===== src/rtl/bus_arbiter_if.sv =====
// Request/grant bundle between the bus sources and the arbiter.
interface bus_arbiter_if;
  logic [7:0] req;
  logic [7:0] gnt;
  logic [2:0] sel;
  logic       bus_valid;
  logic       timeout_err;

  modport master (output req, input gnt, input sel, input bus_valid, input timeout_err);
  modport slave  (input req, output gnt, output sel, output bus_valid, output timeout_err);
endinterface


===== src/rtl/bus_arbiter.sv =====
// Registered 8-source bus arbiter: fixed or rotating priority, optional
// per-owner hold limit with forced revocation.
module bus_arbiter #(
  parameter bit          RR_EN   = 1'b1,
  parameter int unsigned TIMEOUT = 15
) (
  input  logic          clk,
  input  logic          rst,
  bus_arbiter_if.slave  bus
);

  localparam int unsigned N_SRC = 8;
  localparam int unsigned IDX_W = 3;
  localparam int unsigned CNT_W = 4;

  typedef enum logic {IDLE, BUSY} state_t;

  state_t             state;
  logic [IDX_W-1:0]   owner;
  logic [IDX_W-1:0]   last;
  logic [CNT_W-1:0]   hold_cnt;

  logic [N_SRC-1:0]   own_mask;
  logic [N_SRC-1:0]   arb_mask;
  logic [IDX_W-1:0]   base;
  logic [IDX_W-1:0]   idx;
  logic [IDX_W-1:0]   win_idx;
  logic               win_vld;
  logic               timed_out;

  // Arbitration: scan descending from base-1, wrapping; base itself last.
  // Fixed priority is the same scan with base pinned to 0 (7 down to 0).
  always_comb begin
    own_mask        = '0;
    own_mask[owner] = 1'b1;
    arb_mask        = (state == BUSY) ? ~own_mask : {N_SRC{1'b1}};
    base            = RR_EN ? last : '0;
    idx             = '0;
    win_idx         = '0;
    win_vld         = 1'b0;
    for (int k = N_SRC; k >= 1; k--) begin
      idx = base - IDX_W'(k);
      if (bus.req[idx] && arb_mask[idx]) begin
        win_vld = 1'b1;
        win_idx = idx;
      end
    end
    timed_out = (TIMEOUT != 0) && (hold_cnt == CNT_W'(TIMEOUT));
  end

  always_ff @(posedge clk) begin
    if (rst) begin
      state           <= IDLE;
      owner           <= '0;
      last            <= '0;
      hold_cnt        <= '0;
      bus.gnt         <= '0;
      bus.sel         <= '0;
      bus.bus_valid   <= 1'b0;
      bus.timeout_err <= 1'b0;
    end else begin
      bus.timeout_err <= 1'b0;
      if (state == BUSY && bus.req[owner] && !timed_out) begin
        if (hold_cnt != {CNT_W{1'b1}}) hold_cnt <= hold_cnt + CNT_W'(1);
      end else begin
        // Owner released or revoked (or bus idle): hand over in the same edge.
        if (state == BUSY) bus.timeout_err <= bus.req[owner];
        if (win_vld) begin
          state         <= BUSY;
          owner         <= win_idx;
          last          <= win_idx;
          hold_cnt      <= CNT_W'(1);
          bus.gnt       <= N_SRC'(1) << win_idx;
          bus.sel       <= win_idx;
          bus.bus_valid <= 1'b1;
        end else begin
          state         <= IDLE;
          hold_cnt      <= '0;
          bus.gnt       <= '0;
          bus.sel       <= '0;
          bus.bus_valid <= 1'b0;
        end
      end
    end
  end

endmodule


===== src/flat_wrapper.sv =====
// flat-port wrapper written by rule: the top's interface ports become plain ports
module bus_arbiter_flat 
#(
  parameter bit          RR_EN   = 1'b1,
  parameter int unsigned TIMEOUT = 15
)
  (clk, rst, bus_req, bus_gnt, bus_sel, bus_bus_valid, bus_timeout_err);
  bus_arbiter_if bus_i ();
  input  logic clk;
  input  logic rst;
  input wire logic [$bits(bus_i.req)-1:0] bus_req;
  output wire logic [$bits(bus_i.gnt)-1:0] bus_gnt;
  output wire logic [$bits(bus_i.sel)-1:0] bus_sel;
  output wire logic [$bits(bus_i.bus_valid)-1:0] bus_bus_valid;
  output wire logic [$bits(bus_i.timeout_err)-1:0] bus_timeout_err;
  assign bus_i.req = bus_req;
  assign bus_gnt = bus_i.gnt;
  assign bus_sel = bus_i.sel;
  assign bus_bus_valid = bus_i.bus_valid;
  assign bus_timeout_err = bus_i.timeout_err;
  bus_arbiter #(.RR_EN(RR_EN), .TIMEOUT(TIMEOUT)) u_core (.clk(clk), .rst(rst), .bus(bus_i));
endmodule

===== config.mk =====
export PLATFORM = sky130hd
export DESIGN_NAME = bus_arbiter_flat
export DESIGN_NICKNAME = d
export VERILOG_FILES = /design/src/rtl/bus_arbiter_if.sv /design/src/rtl/bus_arbiter.sv /design/src/flat_wrapper.sv
export SDC_FILE = /design/constraint.sdc
export NUM_CORES = 1
export LEC_CHECK = 0
export ABC_CLOCK_PERIOD_IN_PS = 5960
export CORE_MARGIN = 2
export CORE_UTILIZATION = 50
export CTS_BUF_LIST = sky130_fd_sc_hd__clkbuf_4 sky130_fd_sc_hd__clkbuf_8
export DETAILED_ROUTE_END_ITERATION = 10
export PLACE_DENSITY = 0.75
export SYNTH_ARGS = -nofsm -noshare
export SYNTH_HDL_FRONTEND = slang
export SYNTH_SLANG_ARGS = --single-unit
export TNS_END_PERCENT = 100

===== constraint.sdc =====
create_clock -name clk -period 5.96 [get_ports clk]
set_clock_uncertainty 0.05 [all_clocks]
set_input_delay 0.596 -clock clk [delete_from_list [all_inputs] [get_ports clk]]
set_output_delay 0.596 -clock clk [all_outputs]
set_load 0.05 [all_outputs]

Yosys cells after proc, flatten, opt, wreduce, memory -nomap -nowiden --
Index checks and enable logic that the tools add are counted.
Word-level totals: register bits after elaboration 20, bits in latches 0, memory bits (writable) 0, ROM bits 0, input bits 10, output and inout bits 13, logic and storage cells 101, memories kept 0
Operators by class: add/subtract/negate cells 8, multipliers 0, divide/modulo/power cells 0, $lt $le $gt $ge 9, equal/unequal tests 3, shift-type cells 1, mux-type cells 57, bitwise logic cells 3, reductions and logical operators 14
Operator list (number):
- 1-bit binary-select mux with 3-bit select | 16
- 3-bit by 4-bit less-than comparator with 1-bit output (second input constant) | 8
- 1-bit two-way mux | 27
- 3-bit two-way mux | 9
- 8-bit two-way mux | 2
- 3-bit subtractor (second input constant) | 4
- 1-bit logical AND | 11
- 4-bit two-way mux | 2
- 8-bit inverter | 1
- 1-bit by 3-bit << shifter with 8-bit output (first input constant) | 1
- 3-bit by 2-bit subtractor with 3-bit output (second input constant) | 2
- 4-bit by 1-bit adder with 4-bit output (second input constant) | 1
- 4-bit equality test (second input constant) | 1
- 4-bit inequality test (second input constant) | 1
- 1-bit demux with 3-bit select | 1
- 3-bit by 1-bit >= comparator with 1-bit output (second input constant) | 1
- 3-bit OR reduction | 1
- 3-bit by 1-bit subtractor with 3-bit output (second input constant) | 1
- 2-bit inequality test (second input constant) | 1
- 1-bit inverter | 2
- 2-bit AND reduction | 1
- 1-bit zero test | 1

Longest topological paths before layout --
Gate-level depths: netlist (run 1).
depth after elaboration 19, gate-level depth with buffers 11, depth with buffers taken out 9

Worst setup path before layout (run 1) --
Ideal clock, no wire load.
kind register -> register, start register u_core.owner[1], end register u_core.bus.gnt[3], library setup time 62 ps, data arrival time 2959 ps, data required time 5848 ps, path slack 2889 ps, stages on the path, launching flop included 12, path buffers 2, period minus slack after synthesis 3071 ps, cells stage by stage dfxtp_1 -> buf_2 -> inv_1 -> ha_1 -> buf_2 -> mux4_2 -> mux2i_2 -> o221ai_1 -> a31o_1 -> o32a_1 -> o31ai_4 -> a32o_1
Between the ends: cells in the longest elaborated chain, start to end 19, elaborated cells between the ends (all ways) 74, classes of those cells add/sub: 7; order compare: 2; shift: 1; mux: 52; bitwise: 1; reduce/logical: 11
Ends and longest elaborated chain:
- start: declaration | RTL line bus_arbiter.sv:19 | logic [IDX_W-1:0] owner;
- start signal: assignment | RTL line bus_arbiter.sv:70 | owner <= win_idx;
- 3-bit by 4-bit less-than comparator with 1-bit output (implied by the code) / 3-bit by 1-bit >= comparator with 1-bit output (equally long branches) | RTL line bus_arbiter.sv:35 | own_mask[owner] = 1'b1;
- 1-bit logical AND (implied by the code) | RTL line bus_arbiter.sv:35
- 1-bit two-way mux (implied by the code) | RTL line bus_arbiter.sv:35
- 1-bit demux with 3-bit select
- 8-bit inverter | RTL line bus_arbiter.sv:36 | arb_mask = (state == BUSY) ? ~own_mask : {N_SRC{1'b1}};
- 8-bit two-way mux | RTL line bus_arbiter.sv:36
- 1-bit binary-select mux with 3-bit select | RTL line bus_arbiter.sv:43 | if (bus.req[idx] && arb_mask[idx]) begin
- 1-bit two-way mux (implied by the code) | RTL line bus_arbiter.sv:43
- 1-bit logical AND | RTL line bus_arbiter.sv:43
- 3-bit two-way mux (8 in series) | RTL line bus_arbiter.sv:43
- 1-bit by 3-bit << shifter with 8-bit output | RTL line bus_arbiter.sv:73 | bus.gnt <= N_SRC'(1) << win_idx;
- 8-bit two-way mux | RTL line bus_arbiter.sv:68 | if (win_vld) begin
- end signal: assignment | RTL line bus_arbiter.sv:73
- end: declaration | RTL line bus_arbiter_if.sv:10 | modport slave (input req, output gnt, output sel, output bus_valid, output timeout_err);
Parallel ways exist; a longest one is shown, timed or not. The select of a mux whose other input is x is not followed. A chain may end at the register's enable or synchronous reset.

Worst setup path after layout (run 1) --
start register u_core.owner[0], end register u_core.bus.gnt[3]
The elaborated chain is that of the path after synthesis.

==> reports/metrics.cfg, run 1 <==
[synth]
async_reset_ff_share_pct=0
syn_avg_cell_area_um2=9.92
synthFlopType=dfxtp_1
synth_warnings=0
syn_nets=191
synth-seq-area-share_pct=23.2
synth_cells=174
synth_area_um2=1730
synth_edf_count=0
synth.ff_latch_count=20
ys_types=55

[global_routing]
overflow=0
grt_max_degree=15
grt_antenna_before_repair=0
track_usage_pct=22.9
grt_pass1_vias=1475
grt_pass1_wl_um=7240

[clocking]
cts_hold_buffers=0
cts.sinks=20
clk_latency_ps=300
cts_max_level=1
clk_pin_slew_ps=110
clockRootBuffer=clkbuf_4
cts_tree=yes
cts.path.max_buffers=2
cts_resized=0
cts_buffers=3
post_cts_buffers=0

[timing]
finalHoldViolCount=0
tightest_slew_ps=748
fin_crit_ps=3720
fin_crit_sh_pct=62.4
slew_headroom_pct=49.9
final.setup.worst_slack_ps=2240
setup_viol=0
fmax_ghz=0.269
maxSlewViolCount=0
final.setup.tns_ps=0
rsz0062_at_grt=false

[worst_setup_path]
r2r_slack_ps=2240
crit_family=compound AO/OA/AOI/OAI gates
path_class=reg2reg
startpoint_type=flip-flop
endpoint_kind=flip-flop
critical_path_buf_inv_count=1
crit_path_max_incr_delay_ps=790
cp_data_required_time_ps=6160
crit_fanout=14
crit_slowest_cell=dfxtp_1
cp.arrival_ps=3920
crit_chain=inv_1 > ha_1 > mux4_2 > mux2i_2 > o221ai_1 > a31o_1 > o32a_1 > o31ai_4 > a32o_1

[drt]
via_per_inst=6.14
drt-wirelength-per-cell_um=17.2
first_pass_iters=4
postRouteAntennaNets=0
vias=1473
drcViolationCount=0
postRouteWirelength_um=4120
drtIter0Drc=106

[place]
place_ws_ps=2270
hpwl_um=3190
gp_congestion=0.953
portBuffers=22
placed_cells=236

[floorplanning]
die_h_um=62.8
start_util_pct=51.7
core_um2=3340
die_area_um2=3940
rows=21
num_io_pins=23
die_x_um=62.8

[cells_and_area]
antennaDiodeCount=0
final_cell_mix=clkdlybuf4s50_1, dfxtp_1, nand2_1
drive_gt1_share_pct=19.6
final_nets=212
syn_to_final_growth_pct=17.2
instances_no_fill=240
layout_commonest_cell=clkdlybuf4s50_1

[min_path]
hp-class=reg2reg

[run]
drv_cap=0

[run_status]
status=completed

## metal layers
| layer | part of all wire (%) | routed length (um) | vias up | GRT usage, % |
|---|---|---|---|---|
| met4 | 1.5 | 61 | 0 | 5.28 |
| met1 | 46 | 1880 | 712 | 31.1 |
| met3 | 3.7 | 154 | 10 | 4.86 |
| met2 | 49 | 2020 | 41 | 37.5 |
| li1 | - | - | 710 | - |
| met5 | 0 | 0 | - | 0 |
## path summary, 6_finish.rpt
check	start	to	depth (start not counted)
hold reg to reg	u_core.bus.sel[0]$_SDFFE_PP0N_	u_core.bus.sel[0]$_SDFFE_PP0N_	2
setup / recovery	u_core.owner[0]$_SDFFE_PP0P_	u_core.bus.gnt[3]$_SDFFE_PP0N_	9
hold / removal	u_core.bus.sel[0]$_SDFFE_PP0N_	u_core.bus.sel[0]$_SDFFE_PP0N_	2
setup reg to reg	u_core.owner[0]$_SDFFE_PP0P_	u_core.bus.gnt[3]$_SDFFE_PP0N_	9
## synthesized netlist by cell type, drive strengths merged (2+ instances only)
master,n,area share (%)
mux2,5,4.1
buf,4,1.5
inv,8,1.7
nand3,6,2.0
nor3,10,2.9
a31o,2,1.0
or2,3,1.1
mux2i,10,7.7
a22o,3,1.5
a211oi,2,1.2
a32o,2,1.2
nor2,12,2.6
a22oi,2,0.87
o21bai,3,1.5
a21oi,6,1.7
a221oi,4,4.8
a31oi,2,0.72
xor2,3,2.0
mux4,6,7.8
xnor2,2,1.0
a21boi,2,0.87
dfxtp,20,23
nand2,17,3.7
ha,7,5.1
clkbuf,2,0.43
o21a,3,1.3
nor4,2,0.72
o31ai,4,3.6
and2,3,1.1
o21ai,7,2.2
## cell families after synthesis
group	Yosys count	share of synthesized area, %
muxes	21	19.6
buffers and inverters	14	3.70
adders and majority gates	7	5.07
AOI/OAI and AO/OA	52	30.5
xor gates and xnor gates	5	2.97
DFF	20	23.2
and+or+nand+nor	55	14.9
## worst register-to-register path: stages (launching register included)
cell and delay [ps]:
dfxtp_1 790, inv_1 200, ha_1 540, mux4_2 630, mux2i_2 300, o221ai_1 170
a31o_1 220, o32a_1 370, o31ai_4 150, a32o_1 250
## flip-flops by register name, indices dropped and copies added (netlist names)
signal,flops
u_core.owner,3
u_core.hold_cnt,4
u_core.bus.bus_valid,1
u_core.bus.timeout_err,1
u_core.bus.sel,3
u_core.bus.gnt,8
## area by class of cell
| class | instances | area, um2 |
|---|---|---|
| fillers | 305 | 1310 |
| clock buffers | 3 | 22.5 |
| flip-flops and latches | 20 | 400 |
| inverters | 8 | 30.0 |
| well taps | 46 | 57.6 |
| clock inverters | 1 | 30.0 |
| repair buffers | 22 | 220 |
| multi-input cells | 140 | 1260 |
## per-stage QoR
stage	hold slack (ps)	util, %	cell area, um2
2_1_floorplan	427	-	1730
3_3_place_gp	382	59.1	1970
3_5_place_dp	390	59.1	1970
4_1_cts	408	60.6	2020
5_1_grt	454	60.6	2020
6_report	405	60.6	2020
Power of run 1 is not shown: default switching activity piles up to over one toggle a cycle in this logic, so the estimate is an artifact.
==> run 2: changes to the inputs <==
--- a/config.mk
+++ b/config.mk
@@ -5,7 +5,7 @@
 export SDC_FILE = /design/constraint.sdc
 export NUM_CORES = 1
 export LEC_CHECK = 0
-export ABC_CLOCK_PERIOD_IN_PS = 5960
+export ABC_CLOCK_PERIOD_IN_PS = 3800
 export CORE_MARGIN = 2
 export CORE_UTILIZATION = 50
 export CTS_BUF_LIST = sky130_fd_sc_hd__clkbuf_4 sky130_fd_sc_hd__clkbuf_8
==> constraint.sdc (replaced) <==
create_clock -name clk -period 3.8 [get_ports clk]
set_clock_uncertainty 0.05 [all_clocks]
set_input_delay 0.38 -clock clk [delete_from_list [all_inputs] [get_ports clk]]
set_output_delay 0.38 -clock clk [all_outputs]
set_load 0.05 [all_outputs]
==> run 2 against run 1 <==
Non-clock buffer count rose by 3. Register-to-register slack got worse by 1900 ps. Die area did not move. Setup slack got worse by 1900 ps. Sequential share of layout area fell by 0.061 points. Cell area rose by 0.31%. Routed wire length rose by 4.9%. Utilization rose by 0.19 points. Critical path depth did not move. Cell count rose by 1.3%. Fmax rose by 7.7%. Largest cell class unchanged.
==> reports/metrics.cfg, run 2 (synthesized netlist as in run 1, its figures left out) <==
[worst_setup_path]
endpoint_kind=flip-flop
startpoint_type=flip-flop
path_class=reg2reg
crit_chain=inv_1 > ha_1 > mux4_2 > mux2i_2 > o221ai_1 > a31o_1 > o32a_1 > o31ai_4 > a32o_1
cp_data_required_time_ps=4010  ; -2150 ps
crit_slowest_cell=dfxtp_1
cp.arrival_ps=3660  ; -260 ps
r2r_slack_ps=350  ; -1890 ps
crit_family=compound AO/OA/AOI/OAI gates
crit_fanout=13  ; -1
critical_path_buf_inv_count=1  ; unchanged
crit_path_max_incr_delay_ps=640  ; -150 ps

[cells_and_area]
top_regs=u_core.bus.gnt x8, u_core.hold_cnt x4
multi_input_area_um2=1260  ; unchanged
max_flop_register=u_core.bus.gnt
layout_commonest_cell=clkdlybuf4s50_1
syn_to_final_growth_pct=17.5
antennaDiodeCount=0  ; unchanged
nFillCells=293  ; -3.9%
final_cell_mix=clkdlybuf4s50_1, dfxtp_1, nand2_1
largest_reg_flops=8  ; unchanged
stdcell_area_um2=2030  ; +0.31%
regArea_um2=400  ; unchanged
drive_gt1_share_pct=20.8  ; +1.2 points
final_nets=215  ; +1.4%

[floorplanning]
die_x_um=62.8  ; unchanged
num_io_pins=23  ; unchanged
rows=21  ; unchanged
die_h_um=62.8  ; unchanged
die_area_um2=3940  ; unchanged
core_um2=3340  ; unchanged
start_util_pct=51.7  ; unchanged

[global_routing]
grt_pass1_wl_um=7340  ; +1.4%
grt_antenna_before_repair=0  ; unchanged
grt_max_degree=14  ; -1
track_usage_pct=23.5  ; +0.55 points
overflow=0  ; unchanged
grt_pass1_vias=1473  ; -0.14%

[place]
portBuffers=22  ; unchanged
hpwl_um=3370  ; +5.7%
placed_area_um2=1990  ; +1.1%
place_ws_ps=423  ; -1850 ps
gp_congestion=0.947  ; -0.70%

[clocking]
cts.sinks=20  ; unchanged
cts_resized=0  ; unchanged
clk_latency_ps=300  ; about the same
cts.path.max_buffers=2  ; unchanged
post_cts_buffers=0  ; unchanged
cts_buffers=3  ; unchanged
clockRootBuffer=clkbuf_4
cts_tree=yes
cts_hold_buffers=0  ; unchanged
clk_pin_slew_ps=110  ; about the same
cts_max_level=1  ; unchanged

[drt]
drtIter0Drc=124  ; +17%
first_pass_iters=4  ; unchanged
drcViolationCount=0  ; unchanged
postRouteAntennaNets=0  ; unchanged
via_per_inst=6.32  ; +2.9%
drt-wirelength-per-cell_um=17.8  ; +3.6%
postRouteWirelength_um=4320  ; +4.9%
vias=1535  ; +4.2%

[timing]
slew_headroom_pct=48.5  ; -1.5 points
maxSlewViolCount=0  ; unchanged
final.setup.tns_ps=0  ; unchanged
fmax_ghz=0.290  ; +7.7%
fin_crit_sh_pct=90.9  ; +28 points
setup_viol=0  ; unchanged
finalHoldViolCount=0  ; unchanged
fin_crit_ps=3450  ; -267 ps
final.setup.worst_slack_ps=346  ; -1890 ps
rsz0062_at_grt=false
tightest_slew_ps=770  ; +21.8 ps

[run]
drv_cap=0  ; unchanged

[run_status]
status=completed

[min_path]
hp-class=reg2reg

run 2: cell types whose count changed in the layout (fill, tap and decap cells not counted):
cell / before / now
clkbuf_8: 0 / 1
bufinv_16: 1 / 0
buf_4: 0 / 3
run 2: final timing paths:
| kind | start | endpoint | cells past startpoint |
|---|---|---|---|
| hold / removal | u_core.bus.sel[0]$_SDFFE_PP0N_ | u_core.bus.sel[0]$_SDFFE_PP0N_ | 2 |
| setup reg to reg | u_core.owner[1]$_SDFFE_PP0P_ | u_core.bus.gnt[3]$_SDFFE_PP0N_ | 9 |
| setup / recovery | u_core.owner[1]$_SDFFE_PP0P_ | u_core.bus.gnt[3]$_SDFFE_PP0N_ | 9 |
| hold reg to reg | u_core.bus.sel[0]$_SDFFE_PP0N_ | u_core.bus.sel[0]$_SDFFE_PP0N_ | 2 |
run 2: cell type report:
class,count,share of cell area [%]
multi-input cells,140,62.2
well taps,46,2.84
repair buffers,25,12.0
inverters,8,1.48
clock buffers,4,1.79
flip-flops and latches,20,19.7
run 2: metrics by stage:
stage                     utilization, %  cells  hold WS (ps)
after floorplan                        -    174           427
after global placement              59.7    239           381
after detailed placement            59.7    239           389
after CTS                           60.8    243           406
after global routing                60.8    243           437
final                               60.8    243           404
run 2: worst register-to-register path, cell delays in order, from the launching register on:
cell and delay [ps]:
dfxtp_1 640, inv_1 120, ha_1 490, mux4_2 620, mux2i_2 320, o221ai_1 170, a31o_1 210, o32a_1 380
o31ai_4 150, a32o_1 240
run 2: per-layer routing:
layer  vias up  GRT usage, %  wire, um
li1        715             -         -
met3        12          5.05       335
met4         0          4.17        58
met2        64          39.8      2110
met5         -             0         0
met1       744          31.1      1820
Power of run 2 is left out for the same reason.
